==> src/rtl/mem_arb_pkg.sv <==
// Shared types for the instruction/data main-memory arbiter.
//   state_t  : arbiter FSM states
//   req_id_t : requester identity (instruction or data side)
//   ST_*     : store-type encodings carried on d_storetype / mem_storetype
package mem_arb_pkg;

   typedef enum logic [1:0] {
      IDLE  = 2'd0,
      MEM_I = 2'd1,
      MEM_D = 2'd2,
      RESP  = 2'd3
   } state_t;

   typedef enum logic {
      REQ_I = 1'b0,
      REQ_D = 1'b1
   } req_id_t;

   localparam logic [1:0] ST_BYTE = 2'b00;
   localparam logic [1:0] ST_HALF = 2'b01;
   localparam logic [1:0] ST_WORD = 2'b10;

endpackage

==> src/rtl/mem_arbiter.sv <==
// Two-requester (instruction / data) arbiter in front of a single main-memory
// port. Round-robin on ties, one transaction at a time, with a wait timeout.
//
// Ports
//   clk, rst_n                         clock, async active-low reset
//   i_req, i_addr                      instruction-side line read request
//   i_ack, i_rdata                     instruction-side completion pulse / line
//   d_req, d_we, d_addr, d_wdata,
//   d_storetype                        data-side request (write or line read)
//   d_ack, d_rdata                     data-side completion pulse / line
//   err                                timeout pulse, coincident with the ack
//   busy                               high whenever not IDLE
//   mem_read, mem_write, mem_addr,
//   mem_wdata, mem_storetype           main-memory command (held until done)
//   mem_rdata, mem_done                main-memory response
//
// state | meaning
// ------+-------------------------------------------------------------
// IDLE  | waiting for a request; arbitration happens here
// MEM_I | instruction line read in flight, mem_read held
// MEM_D | data access in flight, mem_read or mem_write held
// RESP  | one-cycle ack to the owner (plus err after a timeout)
module mem_arbiter
   import mem_arb_pkg::*;
#(
   parameter int ADDR_W      = 10,
   parameter int LINE_W      = 128,
   parameter int TIMEOUT_CYC = 16
) (
   input  logic              clk,
   input  logic              rst_n,
   input  logic              i_req,
   input  logic [ADDR_W-1:0] i_addr,
   output logic              i_ack,
   output logic [LINE_W-1:0] i_rdata,
   input  logic              d_req,
   input  logic              d_we,
   input  logic [ADDR_W-1:0] d_addr,
   input  logic [31:0]       d_wdata,
   input  logic [1:0]        d_storetype,
   output logic              d_ack,
   output logic [LINE_W-1:0] d_rdata,
   output logic              err,
   output logic              busy,
   output logic              mem_write,
   output logic              mem_read,
   output logic [ADDR_W-1:0] mem_addr,
   output logic [31:0]       mem_wdata,
   output logic [1:0]        mem_storetype,
   input  logic [LINE_W-1:0] mem_rdata,
   input  logic              mem_done
);

   localparam int              CNT_W    = $clog2(TIMEOUT_CYC + 1);
   localparam logic [CNT_W-1:0] CNT_LOAD = CNT_W'(TIMEOUT_CYC - 1);

   state_t           state, state_nxt;
   req_id_t          last_grant;   // also identifies the owner of the transaction in flight
   logic             we_q;
   logic             timeout_q;
   logic [CNT_W-1:0] wait_cnt;

   logic grant, grant_d, done_hit, tmo_hit;

   always_comb begin
      state_nxt = state;
      grant     = 1'b0;
      grant_d   = 1'b0;
      done_hit  = 1'b0;
      tmo_hit   = 1'b0;
      unique case (state)
         IDLE: begin
            if (i_req && d_req) begin
               grant   = 1'b1;
               grant_d = (last_grant == REQ_I);
            end else if (i_req) begin
               grant = 1'b1;
            end else if (d_req) begin
               grant   = 1'b1;
               grant_d = 1'b1;
            end
            if (grant) state_nxt = grant_d ? MEM_D : MEM_I;
         end
         MEM_I, MEM_D: begin
            // A completion in the final allowed cycle still counts as success.
            if (mem_done) begin
               done_hit  = 1'b1;
               state_nxt = RESP;
            end else if (wait_cnt == '0) begin
               tmo_hit   = 1'b1;
               state_nxt = RESP;
            end
         end
         RESP:    state_nxt = IDLE;
         default: state_nxt = IDLE;
      endcase
   end

   always_ff @(posedge clk or negedge rst_n) begin
      if (!rst_n) state <= IDLE;
      else        state <= state_nxt;
   end

   // Wait counter is a down-counter loaded at grant; terminal count is zero.
   always_ff @(posedge clk or negedge rst_n) begin
      if (!rst_n) begin
         last_grant    <= REQ_I;
         we_q          <= 1'b0;
         timeout_q     <= 1'b0;
         wait_cnt      <= '0;
         mem_addr      <= '0;
         mem_wdata     <= '0;
         mem_storetype <= '0;
         i_rdata       <= '0;
         d_rdata       <= '0;
      end else begin
         if (grant) begin
            last_grant <= grant_d ? REQ_D : REQ_I;
            wait_cnt   <= CNT_LOAD;
            timeout_q  <= 1'b0;
            if (grant_d) begin
               mem_addr      <= d_addr;
               mem_wdata     <= d_wdata;
               mem_storetype <= d_storetype;
               we_q          <= d_we;
            end else begin
               mem_addr <= i_addr;
               we_q     <= 1'b0;
            end
         end else if ((state == MEM_I || state == MEM_D) && wait_cnt != '0) begin
            wait_cnt <= wait_cnt - 1'b1;
         end
         if (tmo_hit) timeout_q <= 1'b1;
         if (done_hit) begin
            if (last_grant == REQ_D) d_rdata <= mem_rdata;
            else                     i_rdata <= mem_rdata;
         end
      end
   end

   // Outputs decode straight from registered state so reset clears them at once.
   assign busy      = (state != IDLE);
   assign mem_read  = (state == MEM_I) || ((state == MEM_D) && !we_q);
   assign mem_write = (state == MEM_D) && we_q;
   assign i_ack     = (state == RESP) && (last_grant == REQ_I);
   assign d_ack     = (state == RESP) && (last_grant == REQ_D);
   assign err       = (state == RESP) && timeout_q;

endmodule

==> config.mk <==
export PLATFORM = sky130hd
export DESIGN_NAME = mem_arbiter
export DESIGN_NICKNAME = d
export VERILOG_FILES = /design/src/rtl/mem_arb_pkg.sv /design/src/rtl/mem_arbiter.sv
export SDC_FILE = /design/constraint.sdc
export NUM_CORES = 1
export LEC_CHECK = 0
export ABC_CLOCK_PERIOD_IN_PS = 1900
export CAP_MARGIN = 15
export CELL_PAD_IN_SITES_DETAIL_PLACEMENT = 0
export CELL_PAD_IN_SITES_GLOBAL_PLACEMENT = 1
export CORE_MARGIN = 1.5
export CORE_UTILIZATION = 31
export DETAILED_ROUTE_END_ITERATION = 16
export PLACE_DENSITY = 0.86
export REMOVE_ABC_BUFFERS = 1
export SYNTH_ARGS = -nofsm -noshare
export SYNTH_HDL_FRONTEND = slang
export SYNTH_SLANG_ARGS = --single-unit
export TNS_END_PERCENT = 10
==> constraint.sdc <==
create_clock -name clk -period 1.9 [get_ports clk]
set_clock_uncertainty 0.15 [all_clocks]
set_input_delay 0.19 -clock clk [delete_from_list [all_inputs] [get_ports clk]]
set_output_delay 0.19 -clock clk [all_outputs]
set_load 0.01 [all_outputs]
==> results of run 1 <==
power breakdown:
group	leakage (nW)	switching, mW	internal, mW
Clock	0.600	2.64	4.49
Sequential	3.68	1.82	10.0
Combinational	3.98	6.41	10.7
repair_timing:
action                                 CTS  global route
gates cloned                             1             0
hold buffers                             1             0
resized for setup                       43            31
pin swaps                                3             4
endpoints found under the hold margin  310             0
setup endpoints to repair              149           101
buffers inserted                         1             2
layout make-up:
cell class | count | area [sq um]
clock buffer | 48 | 997
inverter | 7 | 26.3
sequential | 310 | 7760
multi-input combinational | 377 | 3970
fill | 3197 | 18300
clock inverter | 13 | 223
tap | 511 | 639
timing repair buffer | 558 | 5710
routing by layer:
metal	vias to the layer above	wire length [um]
li1	3701	-
met1	4110	13000
met2	305	17100
met3	73	2550
met4	0	1240
met5	-	0
per-stage QoR:
| step | area (sq um) | worst slack [ns] | hold slack [ns] | util |
|---|---|---|---|---|
| global placement | 17900 | -0.0500 | 0.0109 | 0.476 |
| detailed placement | 17900 | -0.118 | 0.0185 | 0.476 |
| floorplan | 11600 | -3.47 | -0.256 | - |
| global route | 19300 | -0.0773 | 0.0850 | 0.514 |
| CTS | 19200 | -0.0191 | 0.0487 | 0.511 |
| finish | 19300 | -0.0111 | 0.0579 | 0.514 |
cells in the mapped netlist:
| cell | n | area share |
|---|---|---|
| nand3_1 | 2 | 0.00085 |
| nand2_1 | 16 | 0.0051 |
| a21oi_1 | 13 | 0.0055 |
| ha_1 | 6 | 0.0064 |
| and3_1 | 3 | 0.0016 |
| and4_1 | 1 | 0.00074 |
| a32oi_4 | 1 | 0.0023 |
| mux2_2 | 290 | 0.28 |
| dfrtp_1 | 310 | 0.66 |
| buf_2 | 30 | 0.013 |
| o21ai_0 | 2 | 0.00085 |
| nor2b_1 | 1 | 0.00053 |
| o31ai_1 | 11 | 0.0070 |
| mux2i_1 | 2 | 0.0017 |
| nand3b_1 | 1 | 0.00064 |
| a21bo_2 | 1 | 0.00085 |
| mux2_4 | 1 | 0.0013 |
| clkbuf_1 | 9 | 0.0029 |
| nor3_1 | 1 | 0.00042 |
| or4b_1 | 1 | 0.00085 |
| a31oi_1 | 1 | 0.00053 |
| a21o_1 | 1 | 0.00064 |
| inv_1 | 7 | 0.0022 |
| nor2_1 | 13 | 0.0041 |
| o21ai_1 | 2 | 0.00085 |
| a21boi_2 | 1 | 0.00096 |
| and2_1 | 3 | 0.0016 |
| or3_1 | 2 | 0.0011 |
| a32o_1 | 1 | 0.00085 |
flip-flops by register name (all words and copies together) (netlist names), 2 cells and up:
signal / count
mem_addr: 10
wait_cnt: 5
state: 2
mem_wdata: 32
d_rdata: 128
mem_storetype: 2
i_rdata: 128
final timing paths:
kind                                           endpoint  slack, ns
min in group clk                mem_addr[8]$_DFFE_PN0P_       0.11
max in group asynchronous       i_rdata[94]$_DFFE_PN0P_       0.90
worst max-delay path               state[0]$_DFFE_PN0P_      -0.01
worst max register to register     state[0]$_DFFE_PN0P_      -0.01
worst min register to register  mem_addr[8]$_DFFE_PN0P_       0.33
worst min-delay path            mem_addr[4]$_DFFE_PN0P_       0.06
cell families after synthesis:
family | synth area share
buffers and inverters | 0.0178
and+or+nand+nor | 0.0175
AOI/OAI and AO/OA | 0.0204
adders and majority gates | 0.00637
muxes | 0.280
DFF | 0.658
critical path, stage by stage, from the launching register on:
cell,delay (ns)
dfrtp_1,0.38
inv_1,0.06
ha_2,0.16
or4b_4,0.49
a32oi_4,0.22
mux2_4,0.33
placed cells by master (no fill, tap or decap), types with 5 or more instances in the layout:
master           synthesis  layout
clkbuf_16                0      37
nand2_1                 16      16
clkdlybuf4s50_1          0     486
bufinv_16                0       6
buf_12                   0      18
a21oi_1                 13      13
mux2_2                 290     270
nor2_1                  13      13
dfrtp_1                310     310
mux2_4                   1      21
buf_4                    0      34
clkinv_2                 0       5
inv_1                    7       5
buf_6                    0      14
clkbuf_1                 9       8
o31ai_1                 11      11
==> run metrics, run 1 <==
Routed WL per cell 18.5 um; Clock Sinks 310; post-route minimum period 1.91 ns; Critical Path End Type flop; Layout area overhead 63.8%; Vias 8,189; TritonCTS Buffers 35; max-slew violation count 0; GPL Wtd Cong 0.763; CP startpoint wait_cnt[1]$_DFFE_PN0P_; Yosys cell types 29; DRT Pass-1 Iters 4; violated checks setup timing; first-pass GRT wire length 51.1 mm; H-tree depth 2; M2 GR Usage 0.290; DRT iter0 DRCs 185; CTS Root Cell clkbuf_16; Final setup viols 1; Critical Path Fanout Max 2; Leakage 8.26 nW; Register-to-Register Path Depth 5; post-DP HPWL 25.3 mm; Mapped Area 0.0118 sq mm; Port Buffers 493; max_slew headroom 0.667; Die W 198 um; gr usage total 0.170; grt met1 use 0.194; CP required 2.15 ns; Max-Cap Viols 0; worst-margin pin slew 0.500 ns; Die H 198 um; Max Clock Freq 523 MHz; buffer depth of the longest clock path 3; WP data arrival 2.16 ns; outcome complete, but fails checks; Routed Antenna Nets 0; Total Wirelength 33.8 mm; Yosys warning count 0; setup TNS -0.0111 ns; # nets final 1,483; Synth Area per Inst 16.1 sq um; core region area 0.0376 sq mm; Clock Latency Late Sink 0.52 ns; #FFs+latches synth 310; DRC viols 0; layout cells sized above 1 0.327; register area share after synthesis 0.658; fin crit share 1.01; CP Class reg -> reg; IO Pins 494; Syn Inst Count 733; Hold WC Path Type in -> async; Post-Place Cells 1,758; Die Area 0.0392 sq mm; Initial Util 0.314; final setup margin -0.0111 ns; vias in the first global route 8,883; Peak supply drop 1040 uV; Worst-path clk slew 0.06 ns; largest net degree at the start of global routing 49; power per cell area 1870 mW/mm^2; Design Power 36.1 mW; met3 Use GR 0.0526; RR Startpoint wait_cnt[1]$_DFFE_PN0P_; Via-to-Cell Ratio 4.49; RSZ-0062 raised after global routing yes; Core Rows 71; Setup crit start kind flop; initial antenna violation count 0; Non-Filler Instances 1,824; Inserted Diodes 0; GRT overflow 0; final hold vios 0; GRT busiest layer met2; CTS tree done
Note: power is estimated with default switching activity, not from simulation.
==> run 2: changes to the inputs <==
- CORE_AREA: not set -> 2 2 191 193
- CORE_MARGIN: 1.5 -> not set
- CORE_UTILIZATION: 31 -> not set
- DIE_AREA: not set -> 0 0 193 195
- DONT_BUFFER_PORTS: not set -> 1
- PLACE_DENSITY: 0.86 -> 0.67
==> run metrics, run 2 (synthesis gave the netlist of run 1 again) <==
GRT busiest layer met2; DRC viols 0 (unchanged); Peak supply drop 1030 uV (-1.4%); most common cell after layout, fill and taps aside dfrtp_1; biggest regs d_rdata (128), i_rdata (128), mem_wdata (32); Design Power 28.8 mW (-20%); worst hold slack -0.780 ns (-0.838 ns); Die H 195 um (-1.5%); Core Rows 69 (-2.8%); final instance area 0.0159 sq mm (-18%); Total Wirelength 30.3 mm (-10%); grt met1 use 0.165 (-0.0297); internal power 19.2 mW (-24%); met3 Use GR 0.0476 (-0.00500); largest net degree at the start of global routing 311 (+530%); gr usage total 0.151 (-0.0186); Initial Util 0.333 (+0.0193); fin crit share 0.995 (-0.0111); Psw 9.61 mW (-12%); WP data arrival 2.14 ns (-0.02 ns); worst-margin pin slew 0.825 ns (+0.325 ns); post-DP HPWL 20.2 mm (-20%); Die W 193 um (-2.5%); TritonCTS Buffers 34 (-2.9%); Hold-fix buffers, CTS 190 (+189); DRT Pass-1 Iters 4 (unchanged); CTS tree done; core region area 0.0354 sq mm (-5.8%); M2 GR Usage 0.265 (-0.0245); setup TNS 0 ns (+0.0111 ns); CP required 2.15 ns (about the same); Die Area 0.0376 sq mm (-4.0%); final hold vios 310 (+310); Final setup viols 0 (-1); Inserted Diodes 0 (unchanged); fin util 0.450 (-0.0640); Critical Path Fanout Max 9 (+7); max_slew headroom 0.450 (-0.217); Clock Latency Late Sink 0.52 ns (about the same); clock network fraction of total power 0.226 (+0.028); H-tree depth 2 (unchanged); Non-Filler Instances 1,458 (-20%); Switching Share 0.334 (+0.0325); Reg power frac 0.495 (+0.167); Hold WC Path Type in -> async; Post-Place Cells 1,201 (-32%); Layout area overhead 35.1%; CP Class reg -> reg; Logic pwr share 0.279 (-0.195); most frequent cells in the layout dfrtp_1 (309), mux2_2 (287), dlygate4sd3_1 (190); Worst-path clk slew 0.06 ns (about the same); Clock Sinks 310 (unchanged); Leakage 6.95 nW (-16%); layout cells sized above 1 0.407 (+0.0797); final setup margin 0.00989 ns (+0.0210 ns); power per cell area 1810 mW/mm^2 (-3.2%); RSZ-0062 raised after global routing yes; GRT overflow 0 (unchanged); CTS Root Cell clkbuf_16; # nets final 1,170 (-21%); buffer depth of the longest clock path 3 (unchanged); Port Buffers 0 (-100%); dpl ws -0.0621 ns (+0.0558 ns); Via-to-Cell Ratio 4.83 (+7.5%); Routed Antenna Nets 0 (unchanged); violated checks hold timing; Routed WL per cell 20.8 um (+12%); dpl cell area 0.0127 sq mm (-29%); post-route minimum period 1.89 ns (-0.0210 ns); Setup crit start kind flop; Max Clock Freq 529 MHz (+1.1%); max-slew violation count 0 (unchanged); Fill cells 3,132 (-2.0%); vias in the first global route 7,693 (-13%); outcome complete, but fails checks; Max-Cap Viols 0 (unchanged); first-pass GRT wire length 44.0 mm (-14%); Critical Path End Type flop; IO Pins 494 (unchanged); initial antenna violation count 0 (unchanged); GPL Wtd Cong 0.739 (-3.1%); DRT iter0 DRCs 213 (+15%); Vias 7,040 (-14%)
==> run 2: changes by cell type in the layout (fill, tap and decap cells not counted), sizes merged <==
| cell | before | now |
|---|---|---|
| clkbuf | 48 | 57 |
| inv | 8 | 7 |
| buf | 71 | 52 |
| clkinv | 6 | 3 |
| bufinv | 6 | 1 |
| dlygate4sd3 | 1 | 190 |
| clkdlybuf4s50 | 486 | 0 |
==> run 2: timing repair <==
action                                 CTS  global route
setup buffers                            1             2
setup endpoints to repair              110            93
pin swaps                                2             2
cloned                                   1             7
gates resized for setup                  8            14
endpoints found under the hold margin  620           310
==> run 2: per-layer routing <==
layer | wire (um) | vias up
met5 | 0 | -
met1 | 11200 | 3609
li1 | - | 3070
met3 | 2660 | 58
met4 | 917 | 0
met2 | 15500 | 303
==> run 2: cell type report <==
class                   instances  area (sq um)  area share
clock buffers                  53          1070      0.0669
clock inverters                 4          45.0     0.00283
inverters                       7          26.3     0.00165
multi-input cells             377          3870       0.243
flip-flops and latches        310          7760       0.487
well taps                     461           577      0.0362
repair buffers                246          2580       0.162
==> run 2: final timing paths <==
kind                                       start                       to  slack, ns  cells after the start
setup / recovery            state[0]$_DFFE_PN0P_  i_rdata[43]$_DFFE_PN0P_       0.01                      7
hold / removal                             rst_n         we_q$_DFFE_PN0P_      -0.78                      0
setup reg to reg            state[0]$_DFFE_PN0P_  i_rdata[43]$_DFFE_PN0P_       0.01                      7
hold reg to reg            timeout_q$_DFFE_PN0P_    timeout_q$_DFFE_PN0P_       0.35                      2
max in group asynchronous                  rst_n  i_rdata[83]$_DFFE_PN0P_       1.68                      0
min in group clk                           d_req   last_grant$_DFFE_PN0P_       0.06                      4
==> run 2: critical path, stage by stage, from the launching register on <==
cell and delay (ns):
dfrtp_1 0.38, inv_2 0.08, ha_4 0.22, nand3b_1 0.11
buf_4 0.16, buf_12 0.15, buf_6 0.16, mux2_2 0.34
==> run 2: power groups by stage <==
stage	combinational (mW)	clock, mW	sequential [mW]
4_1_cts	7.70	6.73	14.3
3_3_place_gp	6.84	0	14.4
2_1_floorplan	5.07	0	13.2
6_report	8.04	6.50	14.3
3_5_place_dp	7.13	0	14.4
5_1_grt	8.70	6.99	14.6
==> run 3: changes to the inputs <==
- CTS_CLUSTER_DIAMETER: not set -> 80
==> run metrics, run 3 (synthesis gave the netlist of run 1 again) <==
outcome complete, but fails checks; violated checks hold timing; buffer depth of the longest clock path 3 (unchanged); worst hold slack -0.783 ns (-0.00297 ns); Design Power 28.8 mW (about the same); crit-path leading delay family buffers and inverters; RR Startpoint state[1]$_DFFE_PN0P_; # nets final 1,168 (-0.17%); WP data arrival 2.14 ns (about the same); Die W 193 um (unchanged); gr usage total 0.152 (+0.00146); Layout area overhead 35.3%; CTS tree done; Register-to-Register Path Depth 6 (-1); Via-to-Cell Ratio 4.85 (+0.50%); CTS Root Cell clkbuf_16; Setup crit start kind flop; Fill cells 3,116 (-0.51%); CP max-delay cell dfrtp_1; Final setup viols 0 (unchanged); max_slew headroom 0.189 (-0.261); max-slew violation count 0 (unchanged); Multi-input gate area 0.00398 sq mm (+2.7%); Clock Latency Late Sink 0.51 ns (about the same); largest net degree at the start of global routing 311 (unchanged); Reg area 0.00776 sq mm (unchanged); Die Area 0.0376 sq mm (unchanged); Critical Path Fanout Max 10 (+1); vias in the first global route 7,788 (+1.2%); worst-margin pin slew 1.22 ns (+0.392 ns); fin crit share 0.998 (+0.00298); biggest regs d_rdata (128), i_rdata (128), mem_wdata (32); Non-Filler Instances 1,454 (-0.27%); RR Endpoint i_rdata[43]$_DFFE_PN0P_; CP Class reg -> reg; crit path cell chain inv_2, ha_4, nand3b_1, buf_6, clkbuf_16, mux2_2; CP required 2.15 ns (about the same); Initial Util 0.333 (unchanged); Post-Place Cells 1,201 (unchanged); Port Buffers 0 (unchanged); IO Pins 494 (unchanged); initial antenna violation count 0 (unchanged); RSZ-0062 raised after global routing yes; fin util 0.451 (+0.000707); power per cell area 1800 mW/mm^2 (-0.22%); Vias 7,056 (+0.23%); Die H 195 um (unchanged); Core Rows 69 (unchanged); CP peak stage delay 0.38 ns (about the same); GPL Wtd Cong 0.739 (unchanged); post-DP HPWL 20.2 mm (unchanged); crit path buf inv count 3 (-1); Peak supply drop 1030 uV (+0.43%); post-route minimum period 1.90 ns (+0.00567 ns); critical path depth 6 (-1); final hold vios 310 (unchanged); most common cell after layout, fill and taps aside dfrtp_1; Leakage 7.05 nW (+1.4%); core region area 0.0354 sq mm (unchanged); R2R Setup Slk 0.004 ns (about the same); DRT iter0 DRCs 199 (-6.6%); GRT overflow 0 (unchanged); Max Clock Freq 527 MHz (-0.30%); Total Wirelength 30.4 mm (+0.47%); Clock Sinks 310 (unchanged); Inserted Diodes 0 (unchanged); Critical Path End Type flop; Routed WL per cell 20.9 um (+0.74%); Worst-path clk slew 0.06 ns (about the same); DRC viols 0 (unchanged); layout cells sized above 1 0.403 (-0.00440); first-pass GRT wire length 44.4 mm (+0.91%); H-tree depth 2 (unchanged); TritonCTS Buffers 34 (unchanged); most frequent cells in the layout dfrtp_1 (309), mux2_2 (259), dlygate4sd3_1 (193); Max-Cap Viols 0 (unchanged); DRT Pass-1 Iters 4 (unchanged); Hold WC Path Type in -> async; Routed Antenna Nets 0 (unchanged)
run 3: changes by cell type in the layout (fill, tap and decap cells not counted), sizes merged:
cell	previous run	this run
clkbuf	57	55
clkinv	3	2
dlygate4sd3	190	193
bufinv	1	0
inv	7	8
buf	52	48
run 3: power by group:
group          leakage (nW)  switching, mW  internal (mW)
logic                  2.84           2.89           5.28
clock network         0.534           2.50           3.83
registers              3.68           4.24           10.0
run 3: repair_timing:
action / CTS / global route
pin swaps: 2 / 3
hold buffers: 192 / 1
cloned: 2 / 3
gates resized for setup: 9 / 38
endpoints found under the setup margin: 112 / 106
setup buffers: 1 / 0
endpoints found under the hold margin: 620 / 311
run 3: worst max path at each step:
| stage | from | endpoint |
|---|---|---|
| 2_1_floorplan | state[0]$_DFFE_PN0P_ | d_rdata[0]$_DFFE_PN0P_ |
| 3_3_place_gp | wait_cnt[0]$_DFFE_PN0P_ | state[0]$_DFFE_PN0P_ |
| 3_5_place_dp | wait_cnt[0]$_DFFE_PN0P_ | state[0]$_DFFE_PN0P_ |
| 4_1_cts | wait_cnt[1]$_DFFE_PN0P_ | state[0]$_DFFE_PN0P_ |
| 5_1_grt | state[0]$_DFFE_PN0P_ | i_rdata[20]$_DFFE_PN0P_ |
| 6_report | state[1]$_DFFE_PN0P_ | i_rdata[43]$_DFFE_PN0P_ |
run 3: routing by layer:
metal  vias to the layer above  routed length (um)  GRT usage
met5                         -                   0          0
li1                       3060                   -          -
met2                       322               15700      0.270
met4                         0                 998     0.0715
met1                      3603               11000      0.164
met3                        71                2750     0.0487
run 3: cell type report:
class,count,share of cell area
Inverter,7,0.00165
Clock buffer,52,0.0666
Sequential cell,310,0.486
Clock inverter,3,0.00118
Multi-Input combinational cell,377,0.249
Timing Repair Buffer,244,0.159
Tap cell,461,0.0362
run 3: through the flow:
| step | setup slack (ns) | hold WS, ns | cell area (sq um) | setup TNS (ns) |
|---|---|---|---|---|
| 2_1_floorplan | -3.47 | -0.256 | 11600 | -899.70 |
| 3_3_place_gp | -0.0339 | -0.250 | 12700 | -0.0339 |
| 3_5_place_dp | -0.0621 | -0.252 | 12700 | -1.62 |
| 4_1_cts | -0.00911 | -0.827 | 15700 | -0.00911 |
| 5_1_grt | -0.0631 | -0.820 | 16000 | -3.46 |
| 6_report | 0.00423 | -0.783 | 16000 | 0 |
run 3: worst register-to-register path, cell delays in order (launching register included):
cell	delay (ns)
dfrtp_1	0.38
inv_2	0.08
ha_4	0.22
nand3b_1	0.18
buf_6	0.22
clkbuf_16	0.21
mux2_2	0.34
